[src/rtl/muldiv_pkg.sv]
// rtl/muldiv_pkg.sv - shared types and operation decode helpers for the RV32M multiply/divide unit
package muldiv_pkg;

  localparam int XLEN = 32;

  typedef enum logic [2:0] {
    OP_MUL    = 3'd0,
    OP_MULH   = 3'd1,
    OP_MULHSU = 3'd2,
    OP_MULHU  = 3'd3,
    OP_DIV    = 3'd4,
    OP_DIVU   = 3'd5,
    OP_REM    = 3'd6,
    OP_REMU   = 3'd7
  } muldiv_op_e;

  typedef enum logic [1:0] {
    IDLE  = 2'd0,
    BUSY  = 2'd1,
    FIXUP = 2'd2,
    DONE  = 2'd3
  } muldiv_state_e;

  function automatic logic is_div(input muldiv_op_e op);
    return op inside {OP_DIV, OP_DIVU, OP_REM, OP_REMU};
  endfunction

  function automatic logic is_rem(input muldiv_op_e op);
    return op inside {OP_REM, OP_REMU};
  endfunction

  // MUL is treated as unsigned: its low word does not depend on signedness.
  function automatic logic op_signed_a(input muldiv_op_e op);
    return op inside {OP_MULH, OP_MULHSU, OP_DIV, OP_REM};
  endfunction

  function automatic logic op_signed_b(input muldiv_op_e op);
    return op inside {OP_MULH, OP_DIV, OP_REM};
  endfunction

endpackage

[src/rtl/muldiv_unit.sv]
// rtl/muldiv_unit.sv - iterative RV32M multiply/divide unit with a shared 64-bit shift accumulator
module muldiv_unit
  import muldiv_pkg::*;
#(
  parameter int CNT_W = 6
) (
  input  logic            clk,
  input  logic            rst_n,
  input  logic            flush_i,
  input  logic            in_valid_i,
  output logic            in_ready_o,
  input  logic [2:0]      op_i,
  input  logic [XLEN-1:0] rs1_i,
  input  logic [XLEN-1:0] rs2_i,
  input  logic [4:0]      rd_i,
  output logic            out_valid_o,
  input  logic            out_ready_i,
  output logic [XLEN-1:0] result_o,
  output logic [4:0]      rd_o
);

  muldiv_state_e     state_q, state_d;
  muldiv_op_e        op_q, op_d;
  logic [CNT_W-1:0]  cnt_q, cnt_d;
  logic [2*XLEN-1:0] acc_q, acc_d;
  logic [XLEN-1:0]   opb_q, opb_d;
  logic              neg_q, neg_d;
  logic [4:0]        rd_q, rd_d;
  logic [XLEN-1:0]   result_q, result_d;

  muldiv_op_e      op_in;
  logic            sign_a, sign_b;
  logic [XLEN-1:0] mag_a, mag_b;
  logic            div_zero, div_ovf;

  assign op_in    = muldiv_op_e'(op_i);
  assign sign_a   = op_signed_a(op_in) & rs1_i[XLEN-1];
  assign sign_b   = op_signed_b(op_in) & rs2_i[XLEN-1];
  assign mag_a    = sign_a ? (~rs1_i + 1'b1) : rs1_i;
  assign mag_b    = sign_b ? (~rs2_i + 1'b1) : rs2_i;
  assign div_zero = is_div(op_in) && (rs2_i == '0);
  assign div_ovf  = is_div(op_in) && op_signed_a(op_in) &&
                    (rs1_i == {1'b1, {(XLEN-1){1'b0}}}) && (rs2_i == '1);

  // Multiply: low half holds the multiplier, high half accumulates, shift right each step.
  logic [XLEN:0]     mul_sum;
  logic [2*XLEN-1:0] mul_step;
  assign mul_sum  = {1'b0, acc_q[2*XLEN-1:XLEN]} + (acc_q[0] ? {1'b0, opb_q} : '0);
  assign mul_step = {mul_sum, acc_q[XLEN-1:1]};

  // Divide: high half is the remainder, low half shifts dividend out and quotient in.
  logic [XLEN:0]     div_pr;
  logic [XLEN-1:0]   div_diff;
  logic              div_ge;
  logic [2*XLEN-1:0] div_step;
  assign div_pr   = {acc_q[2*XLEN-1:XLEN], acc_q[XLEN-1]};
  assign div_diff = div_pr[XLEN-1:0] - opb_q;
  assign div_ge   = div_pr >= {1'b0, opb_q};
  assign div_step = div_ge ? {div_diff, acc_q[XLEN-2:0], 1'b1}
                           : {div_pr[XLEN-1:0], acc_q[XLEN-2:0], 1'b0};

  logic [2*XLEN-1:0] prod_fixed;
  logic [XLEN-1:0]   quo_fixed, rem_fixed, fix_result;
  assign prod_fixed = neg_q ? (~acc_q + 1'b1) : acc_q;
  assign quo_fixed  = neg_q ? (~acc_q[XLEN-1:0] + 1'b1) : acc_q[XLEN-1:0];
  assign rem_fixed  = neg_q ? (~acc_q[2*XLEN-1:XLEN] + 1'b1) : acc_q[2*XLEN-1:XLEN];

  always_comb begin
    fix_result = '0;
    case (op_q)
      OP_MUL:                     fix_result = prod_fixed[XLEN-1:0];
      OP_MULH, OP_MULHSU, OP_MULHU: fix_result = prod_fixed[2*XLEN-1:XLEN];
      OP_DIV, OP_DIVU:            fix_result = quo_fixed;
      default:                    fix_result = rem_fixed;
    endcase
  end

  always_comb begin
    state_d  = state_q;
    op_d     = op_q;
    cnt_d    = cnt_q;
    acc_d    = acc_q;
    opb_d    = opb_q;
    neg_d    = neg_q;
    rd_d     = rd_q;
    result_d = result_q;
    case (state_q)
      IDLE: begin
        if (in_valid_i && !flush_i) begin
          op_d  = op_in;
          rd_d  = rd_i;
          cnt_d = '0;
          acc_d = {{XLEN{1'b0}}, mag_a};
          opb_d = mag_b;
          // Remainder takes the dividend's sign; products and quotients take sA^sB.
          neg_d = is_rem(op_in) ? sign_a : (sign_a ^ sign_b);
          if (div_zero) begin
            result_d = is_rem(op_in) ? rs1_i : '1;
            state_d  = DONE;
          end else if (div_ovf) begin
            result_d = is_rem(op_in) ? '0 : rs1_i;
            state_d  = DONE;
          end else begin
            state_d  = BUSY;
          end
        end
      end
      BUSY: begin
        acc_d = is_div(op_q) ? div_step : mul_step;
        if (cnt_q == CNT_W'(XLEN - 1)) begin
          cnt_d   = '0;
          state_d = FIXUP;
        end else begin
          cnt_d   = cnt_q + 1'b1;
        end
      end
      FIXUP: begin
        result_d = fix_result;
        state_d  = DONE;
      end
      DONE: begin
        if (out_ready_i) state_d = IDLE;
      end
      default: state_d = IDLE;
    endcase
    if (flush_i) state_d = IDLE;
  end

  always_ff @(posedge clk or negedge rst_n) begin
    if (!rst_n) begin
      state_q  <= IDLE;
      op_q     <= OP_MUL;
      cnt_q    <= '0;
      acc_q    <= '0;
      opb_q    <= '0;
      neg_q    <= 1'b0;
      rd_q     <= '0;
      result_q <= '0;
    end else begin
      state_q  <= state_d;
      op_q     <= op_d;
      cnt_q    <= cnt_d;
      acc_q    <= acc_d;
      opb_q    <= opb_d;
      neg_q    <= neg_d;
      rd_q     <= rd_d;
      result_q <= result_d;
    end
  end

  assign in_ready_o  = (state_q == IDLE);
  assign out_valid_o = (state_q == DONE);
  assign result_o    = result_q;
  assign rd_o        = rd_q;

endmodule

[config.mk]
export PLATFORM = sky130hd
export DESIGN_NAME = muldiv_unit
export DESIGN_NICKNAME = d
export VERILOG_FILES = /design/src/rtl/muldiv_pkg.sv /design/src/rtl/muldiv_unit.sv
export SDC_FILE = /design/constraint.sdc
export NUM_CORES = 1
export LEC_CHECK = 0
export CAP_MARGIN = 15
export CORE_ASPECT_RATIO = 0.8
export CORE_MARGIN = 4
export CORE_UTILIZATION = 48
export CTS_BUF_LIST = sky130_fd_sc_hd__clkbuf_4 sky130_fd_sc_hd__clkbuf_8
export DETAILED_ROUTE_END_ITERATION = 6
export PLACE_DENSITY_LB_ADDON = 0.12
export SETUP_SLACK_MARGIN = 0.2
export SLEW_MARGIN = 20
export SYNTH_ARGS = -nofsm -noshare
export SYNTH_HDL_FRONTEND = slang
export SYNTH_SLANG_ARGS = --single-unit
export TNS_END_PERCENT = 5
[constraint.sdc]
create_clock -name clk -period 3.35 [get_ports clk]
set_input_delay 0.5025 -clock clk [delete_from_list [all_inputs] [get_ports clk]]
set_output_delay 0.5025 -clock clk [all_outputs]
set_load 0.01 [all_outputs]
* After elaboration in Yosys (flattened, before gate mapping)
Cells that the tools add are included.
** Storage, ports and cells
- Bits in registers :: 145
- Bits of input ports :: 77
- Logic and storage cells :: 99
** Cells by class
- Add/sub/neg operators :: 8
- $lt $le $gt $ge :: 1
- Eq/ne operators :: 24
- Muxes and demuxes :: 28
- Bitwise logic cells :: 8
- Reduce and logical (&&, ||, !) cells :: 22
** Operators with widths (count)
- 32-bit two-way mux :: 10
- 64-bit two-way mux :: 4
- 32-bit by 1-bit adder with 32-bit output, second input constant :: 4
- 32-bit inverter :: 4
- 64-bit case mux with 2 select lines :: 1
- 32-bit case mux with 3 select lines :: 1
- 64-bit by 1-bit adder with 64-bit output, second input constant :: 1
- 32-bit equality test, second input constant :: 2
- 64-bit inverter :: 1
- 32-bit case mux with 2 select lines :: 1
- 32-bit by 32-bit adder with 33-bit output :: 1
- 33-bit by 32-bit >= comparator with 1-bit output :: 1
- 32-bit zero test :: 1
- 32-bit subtractor :: 1
- 3-bit equality test, second input constant :: 8
- 2-bit two-way mux :: 6
- 6-bit two-way mux :: 2
- 6-bit case mux with 2 select lines :: 1
- 4-bit nonzero test :: 3
- 3-bit by 2-bit equality test with 1-bit output, second input constant :: 3
- 2-bit case mux with 4 select lines :: 1
- 6-bit by 1-bit adder with 6-bit output, second input constant :: 1
- 3-bit by 1-bit equality test with 1-bit output, second input constant :: 2
- 6-bit by 5-bit equality test with 1-bit output, second input constant :: 1
- other kinds (19) :: 30

* Logic depth before layout (Yosys ltp)
Gate-level depths: netlist of the first run.
- Depth after elaboration :: 10
- Gate-level depth with buffers :: 14
- Mapped depth without buffers :: 13

* Worst setup path before layout of the first run
OpenSTA, ideal clock, no wires.
- Kind :: input to register
- Start :: input port rs2_i[17]
- End :: register result_q[26] (netlist: result_o[26])
- Library setup time :: 0.125 ns
- Arrival :: 3.262 ns
- Path slack :: -0.037 ns
- Cell stages on the path :: 9
- Buffers on the path :: 1
- Path through :: or3_1 or3_1 or4_1 or4_1 and4bb_1 o21ba_2 o21ai_1 buf_4 mux2_2
** On the way
- Longest elaborated chain between the ends :: 5
- Elaborated cells on any way between the ends :: 9
- Classes of those cells :: eq/ne (2); mux (3); reduce/logical (4)
** RTL lines
- from (decl) :: line muldiv_unit.sv:14 : input logic [XLEN-1:0] rs2_i,
- 32-bit zero test :: line muldiv_unit.sv:41 : assign div_zero = is_div(op_in) && (rs2_i == '0);
- 1-bit logical AND :: line muldiv_unit.sv:41
- 32-bit two-way mux :: line muldiv_unit.sv:97 : if (div_zero) begin
- 32-bit two-way mux :: line muldiv_unit.sv:89 : if (in_valid_i && !flush_i) begin
- 32-bit case mux with 2 select lines :: line muldiv_unit.sv:87 : case (state_q)
- to (signal assigned) :: line muldiv_unit.sv:147 : result_q <= result_d;
- to (decl) :: line muldiv_unit.sv:29 : logic [XLEN-1:0] result_q, result_d;
Several ways; a longest one is shown, not always the timed one. The select of a mux whose other input is x is not followed.
A chain may end at the register's enable or synchronous reset.

* Worst setup path in the final report of the first run
- Start :: input port rs2_i[19]
- End :: register result_q[14] (netlist: result_o[14])
The elaborated chain is that of the path after synthesis.

==> metrics.md, run 1 <==
| Metric | Value |
|---|---|
| Status | `finished with violations` |
| Failing checks | `hold timing` |
| Routability congestion estimate | `0.994` |
| Worst Hold Margin | `-0.000839 ns` |
| Clk pwr share | `7.9%` |
| # clock sinks | `145` |
| Clk_lat worst skew | `0.52 ns` |
| Share of flip-flops with an asynchronous set or reset | `100%` |
| Actual slew at the worst max-slew pin | `0.990 ns` |
| Period Utilization, post-route | `98.8%` |
| First-pass GRT wire length | `87.5 mm` |
| Vias | `16,400` |
| RSZ-0062 raised after global routing | `true` |
| GR Util met2 | `45.7%` |
| Pint | `8.98 mW` |
| Sequential power share | `17.8%` |
| Data arrival time of the critical path | `3.76 ns` |
| Synth Warn # | `0` |
| Synth cell types | `83` |
| Layout overhead on the synthesized area | `30.8%` |
| Met3 Use GR | `14.5%` |
| CP max stage delay | `0.53 ns` |
| Met1 Use GR | `50.0%` |
| Final setup vio count | `0` |
| Wire per inst | `22.5 um` |
| Clk slew on worst S/H paths | `0.08 ns` |
| Crit path launch type | `input port` |
| CP max stage cell | `or4_4` |
| Layout Nets | `2,377` |
| Routed WL | `59.4 mm` |
| Crit-path cells | `dlymetal6s2s_1, or3_4, or3_4, or4_4, or4_4, and4bb_2, o21ba_4, o21a_4, buf_12, a211oi_4, a21o_1` |
| Synth Cell Area | `14,600 um^2` |
| # rows | `56` |
| Seq cells post-synth | `145` |
| Worst Path Buf+Inv | `2` |
| CP max FO | `6` |
| GRT Util Overall | `33.9%` |
| Tot Pwr | `18.8 mW` |
| Sequential element share of the synthesized area | `24.9%` |
| HP Class | `in -> async` |
| Mean Syn Cell Area | `7.58 um^2` |
| Kind of cell adding the most delay to the critical path | `simple AND/OR/NAND/NOR gates` |
| DRC | `0` |
| 1st-iter DRT viols | `1,999` |
| Initial antenna violation count | `0` |
| Relative slew margins | `33.1%` |
| Synth Flop Type | `dfrtp_1` |
| Pwr/cell area | `987 nW/um^2` |
| Combinational share of power | `74.2%` |
| Die width | `203 um` |
| GR Overflow Total | `0` |
| Largest net degree at the start of global routing | `102` |
| Critical path endpoint category | `register` |
| Most Crowded Layer GR | `met1` |
| P_leak | `8.45 nW` |
| Diode count | `0` |
| DR pass1 iterations | `6` |
| Post-synth EDFFs | `0` |
| Detail Route Antenna Nets | `0` |
| CTS Buffer Depth | `2` |
| Die height | `164 um` |
| TritonCTS buffer count | `17` |
| Final Skew | `0.0248 ns` |
| Slew Limit Fails | `0` |
| Routed vias/inst | `6.22` |
| Vias in the first global route | `15,100` |
| Total Neg Setup Slack | `0 ns` |
| Worst vdd ir | `0.515 mV` |
| TritonCTS clock tree | `done` |
| Fmax | `302 MHz` |
| Input/output buffers | `115` |
| Die area | `33,200 um^2` |
| Sw Pwr | `9.83 mW` |
| I/O Pins | `116` |
| H-tree levels | `4` |
| Final hold vios | `1` |
| MaxCap Viol Count | `0` |
| Core ar. | `29,600 um^2` |
| Worst Setup Path Type | `in -> reg` |
| Post-CTS Hold Buffers | `0` |
| Starting Density | `49.2%` |
| Root Driver | `clkbuf_8` |
| Mapped Cells | `1,921` |
| Tmin final | `3.31 ns` |
| Post-DP HPWL | `45.0 mm` |
| Layout cells sized above 1 | `20.9%` |
| Sw frac | `52.3%` |
| Data required time of the worst path | `3.80 ns` |
| Syn nets | `2,074` |
-- cells in the mapped netlist, drive strengths merged, types with 11 or more instances --
cell type | count | share of area [%]
a211oi | 25 | 1.5
a21o | 39 | 2.0
a21oi | 133 | 4.6
a221oi | 12 | 0.72
a31oi | 23 | 0.99
and2 | 12 | 0.52
and3 | 12 | 0.52
buf | 23 | 0.81
clkbuf | 107 | 2.8
dfrtp | 145 | 25
ha | 74 | 6.4
inv | 68 | 1.8
maj3 | 17 | 1.2
mux2 | 16 | 1.2
mux2i | 41 | 2.8
nand2 | 246 | 6.3
nand3 | 28 | 0.96
nand4 | 20 | 0.86
nor2 | 139 | 3.6
nor3 | 31 | 1.1
nor4 | 18 | 0.86
o211ai | 15 | 0.77
o21ai | 244 | 8.4
o221ai | 11 | 0.66
o22ai | 15 | 0.64
o31ai | 30 | 1.6
o41ai | 16 | 0.96
or3 | 24 | 1.0
or4 | 19 | 1.0
xnor2 | 94 | 5.7
xor2 | 82 | 4.9
-- cells by family after synthesis --
group,after synthesis,share of synthesized area [%]
xor+xnor,176,10.6
compound gates,657,28.4
simple gates,594,19.0
fa+ha+maj,93,7.80
buf+inv,199,5.34
mux,57,4.05
flops,145,24.9
-- power by group through the flow --
stage / registers (mW) / logic (mW) / clock network [mW]
after floorplan: 3.13 / 7.97 / 0
after global placement: 3.30 / 12.6 / 0
after detailed placement: 3.32 / 12.7 / 0
after CTS: 3.30 / 12.8 / 1.50
after global routing: 3.42 / 15.0 / 1.57
final: 3.36 / 14.0 / 1.49
-- path summary, 6_finish.rpt --
kind	startpoint	to	slack, ns	cells past startpoint
setup / recovery	rs2_i[19]	result_o[14]	0.04	11
hold / removal	rst_n	acc_q[52]	-0.0008	1
setup reg to reg	acc_q[0]	acc_q[62]	0.06	15
hold reg to reg	opb_q[5]	opb_q[5]	0.49	2
max in group asynchronous	rst_n	acc_q[43]	2.49	2
min in group clk	rs2_i[9]	opb_q[9]	0.46	4
-- cell usage in the layout (no fill, tap or decap), types with 66 or more instances in the layout --
cell type,count
a21oi_1,123
buf_4,284
clkdlybuf4s50_1,101
dfrtp_1,142
ha_1,66
nand2_1,244
nor2_1,134
o21ai_0,205
xnor2_1,94
xor2_1,82
-- metrics by stage --
step                util (%)  cell area, um^2  std cells  setup slack (ns)
floorplan                  -            14600       1921            0.0318
global placement        60.3            17900       2587            -0.552
detailed placement      60.3            17900       2587            -0.629
CTS                     61.9            18300       2617            0.0305
global route            64.3            19100       2641           -0.0510
finish                  64.3            19100       2641            0.0413
-- repair_timing --
item,in CTS,in global routing
setup buffers,0,19
cloned,0,5
resized for setup,23,120
setup endpoints to repair,52,75
pin swaps,4,74
-- metal layers --
metal | vias up | share of wire, %
met3 | 97 | 15
li1 | 7594 | -
met2 | 1006 | 39
met1 | 7719 | 45
met5 | - | 0
met4 | 0 | 2.0
-- flip-flops by register name (all words and copies together) (netlist names) --
register	count
state_q	2
cnt_q	6
op_q	3
rd_o	5
acc_q	64
opb_q	32
result_o	32
neg_q	1
-- area by class of cell --
class | instances | area [um^2]
timing repair buffer | 414 | 3590
clock inverter | 11 | 131
clock buffer | 19 | 255
tap | 406 | 508
fill | 2599 | 10600
sequential | 145 | 3630
multi-input combinational | 1577 | 10700
inverter | 69 | 264
(Power assumes the default switching activity.)
==> run 2: changes to the inputs <==
- ABC_AREA: unset -> 1
- PLACE_DENSITY: unset -> 0.7
- PLACE_DENSITY_LB_ADDON: 0.12 -> unset
- SLEW_MARGIN: 20 -> unset
==> run 2 against run 1 <==
  * The flow finishes with violations (DRC)
  * Largest cell class unchanged
  * Highest routed layer is now met5
  * Clock skew fell by 0.0050 ns
  * Global-route usage grew 4.7 points
  * Sequential share of layout area fell by 0.95 points
  * Count of clock-buffer cells in the layout down 1
  * First-iteration DRC count is 56% higher
  * Via count up 34%
  * Register-to-register slack improved by 0.28 ns
  * Clock power increased by 9%
  * Core utilization down 8.6 points
  * Largest power group unchanged
  * Synthesized cell count increased by 62%
==> metrics.md, run 2 <==
| Metric | Value |
|---|---|
| Biggest register | `acc_q` |
| Synth Flop Type | `dfrtp_1` |
| CP max FO | `26` |
| DP Cell Count | `3,700` |
| Status | `finished with violations` |
| Layout Nets | `3,393` |
| Top cell by count, worst path | `nand2_1` |
| Final cell count without fillers | `3,734` |
| Worst Hold End | `result_o[20]` |
| Clk slew on worst S/H paths | `0.10 ns` |
| R2R cell count | `15` |
| Synth cell types | `53` |
| I/O Pins | `116` |
| Worst Path Buf+Inv | `4` |
| Proportion of synthesized area in mux cells | `0%` |
| Fill cells | `3,750` |
| Clk_lat worst skew | `0.55 ns` |
| HP Class | `reg -> reg` |
| Max FFs per register | `64` |
| P_leak | `10.5 nW` |
| Post-Synth Adder-Cell Area | `5.50%` |
| Total Neg Setup Slack | `0 ns` |
| Xor/xnor share of the synthesized area | `2.84%` |
| Crit path launch type | `register` |
| Initial antenna violation count | `1` |
| Wire per inst | `21.3 um` |
| Die width | `222 um` |
| Synth Cell Area | `17,600 um^2` |
| Synth Warn # | `0` |
| CTS Buffer Depth | `2` |
| Pwr/cell area | `1000 nW/um^2` |
| Mapped Cells | `3,121` |
| Post-DP HPWL | `64.2 mm` |
| GR Overflow Total | `0` |
| # clock sinks | `145` |
| Tot Pwr | `20.1 mW` |
| MaxCap Viol Count | `0` |
| FF-to-FF Start | `acc_q[0]` |
| Post-synth EDFFs | `0` |
| Fmax | `333 MHz` |
| Final hold vios | `0` |
| TritonCTS clock tree | `done` |
| Leading area contributor after synthesis | `nand2_1` |
| Actual slew at the worst max-slew pin | `1.05 ns` |
| Die height | `179 um` |
| H-tree levels | `4` |
| Hold Path Cell Cnt | `2` |
| Vias in the first global route | `19,300` |
| Period Utilization, post-route | `89.7%` |
| Final setup vio count | `0` |
| Die area | `39,700 um^2` |
| Failing checks | `DRC` |
| Data arrival time of the critical path | `3.48 ns` |
| Detail Route Antenna Nets | `0` |
| Relative slew margins | `29.6%` |
| Sequential element share of the synthesized area | `20.7%` |
| Main combinational cell family by area after synthesis | `simple AND/OR/NAND/NOR gates` |
| Reg-to-reg endpoint | `acc_q[49]` |
| Synth cell count leaders | `994 x nand2_1, 402 x inv_1, 386 x nor2_1, 328 x nand3_1, 171 x o21ai_0` |
| Starting Density | `48.8%` |
| Stages on the worst setup path | `15` |
| Commonest cells after routing, fill and taps aside | `994 x nand2_1, 401 x inv_1, 385 x nor2_1` |
| Kind of cell adding the most delay to the critical path | `simple AND/OR/NAND/NOR gates` |
| Most Crowded Layer GR | `met1` |
| Core ar. | `36,000 um^2` |
| First-pass GRT wire length | `117 mm` |
| Simple-gate share of the synthesized area | `45.6%` |
| Post-synthesis compound-gate area fraction | `14.0%` |
| # rows | `62` |
| Share of flip-flops with an asynchronous set or reset | `100%` |
| Mean Syn Cell Area | `5.63 um^2` |
| RSZ-0062 raised after global routing | `false` |
| Post-layout util | `55.7%` |
| Most common cell after layout, fill and taps aside | `nand2_1` |
| Routed vias/inst | `5.89` |
| Largest net degree at the start of global routing | `75` |
| Internal reg-to-reg setup slack | `0.34 ns` |
| Yosys top cell area share | `21.2%` |
| DRC | `2` |
| Vias | `22,000` |
| Most common cell in the netlist | `nand2_1` |
| Syn nets | `3,274` |
| Layout overhead on the synthesized area | `14.1%` |
| Final Skew | `0.0199 ns` |
| Routed WL | `79.4 mm` |
| Slew Limit Fails | `0` |
| Data required time of the worst path | `3.83 ns` |
| Tmin final | `3.01 ns` |
| Seq cells post-synth | `145` |
| Postcts setup bufs | `0` |
| Met3 Use GR | `16.5%` |
| Met1 Use GR | `58.8%` |
| CP max stage delay | `0.39 ns` |
| Worst vdd ir | `0.565 mV` |
| CP max stage cell | `dfrtp_1` |
| 1st-iter DRT viols | `3,122` |
| Critical path endpoint category | `register` |
| Worst Setup Path Type | `reg -> reg` |
| TritonCTS buffer count | `17` |
| Input/output buffers | `115` |
| Worst Hold Launch | `result_o[20]` |
| GRT Util Overall | `38.6%` |
| Layout cells sized above 1 | `5.59%` |
| DR pass1 iterations | `7` |
| Crit-path cells | `buf_4, buf_4, nand2_1, inv_1, ha_1, nand2_1, nor2_1, inv_1, nor3_2, nand4_1, nand3_1, nand2_1, nand3_1, nand2_1, o21ai_1` |
| GR Util met2 | `48.6%` |
| Synth top area cells | `nand2_1 21%, dfrtp_1 21%, nand3_1 9.3%` |
| Routability congestion estimate | `1.08` |
| Root Driver | `clkbuf_8` |
==> run 2: cell count changes after synthesis, sizes merged, moves of 39 or more <==
cell    before   now
inv         68   411
nor2       139   403
nand3       28   336
nand2      246  1007
nand4       20    59
mux2i       41     0
xnor2       94    14
o21ai      244   184
xor2        82    43
clkbuf     107    62
==> run 2: metal layers <==
metal  share of wire, %  vias to the layer above  wire length [um]
met5              0.016                        -                13
met4                2.7                        2              2170
met3                 17                      164             13500
met2                 36                     1372             28400
met1                 45                    10100             35400
li1                   -                    10300                 -
==> run 2: worst max path at each step <==
stage           endpoint  startpoint
4_1_cts        acc_q[49]    acc_q[0]
3_5_place_dp   acc_q[49]    acc_q[0]
5_1_grt        acc_q[49]    acc_q[0]
2_1_floorplan  acc_q[61]    acc_q[0]
6_report       acc_q[49]    acc_q[0]
3_3_place_gp   acc_q[49]    acc_q[0]
==> run 2: repair_timing <==
action | in CTS | in global routing
hold buffers | 1 | 0
gates resized for setup | 0 | 1
endpoints found under the setup margin | 0 | 1
hold endpoints to repair | 57 | 0
==> run 2: cell families (layout without fill, tap and decap cells) <==
logic type	Yosys count	after routing
AND/OR/NAND/NOR	1885	1885
adder cells (fa/ha/maj)	76	76
XOR/XNOR	57	57
other	0	1
flip-flops	145	145
AO/OA/AOI/OAI	442	442
buffers and inverters	516	648
==> run 2: power breakdown <==
group / leakage [nW] / switching (mW) / internal [mW]
Sequential: 1.81 / 1.07 / 2.49
Combinational: 8.46 / 10.3 / 4.59
Clock: 0.209 / 0.856 / 0.768
Total: 10.5 / 12.3 / 7.85
==> run 2: worst min-delay path: stages (launching register included) <==
cell	delay (ns)
dfrtp_1	0.35
nand2_1	0.06
nand2_1	0.05
==> run 2: cell type report <==
| type | count | area, um^2 | area share, % |
|---|---|---|---|
| tap | 480 | 601 | 2.99 |
| clock inverter | 14 | 180 | 0.898 |
| timing repair buffer | 202 | 1880 | 9.39 |
| inverter | 414 | 1560 | 7.76 |
| antenna | 1 | 2.50 | 0.0125 |
| multi-input combinational | 2460 | 12000 | 59.6 |
| sequential | 145 | 3630 | 18.1 |
| clock buffer | 18 | 248 | 1.24 |
==> run 2: through the flow <==
step,setup slack [ns],hold WS [ns],instance area (um^2)
finish,0.344,0.486,20100
global placement,0.276,0.456,19600
detailed placement,0.402,0.463,19600
global route,0.258,0.505,20100
floorplan,0.896,0.207,17600
CTS,0.378,0.474,20000
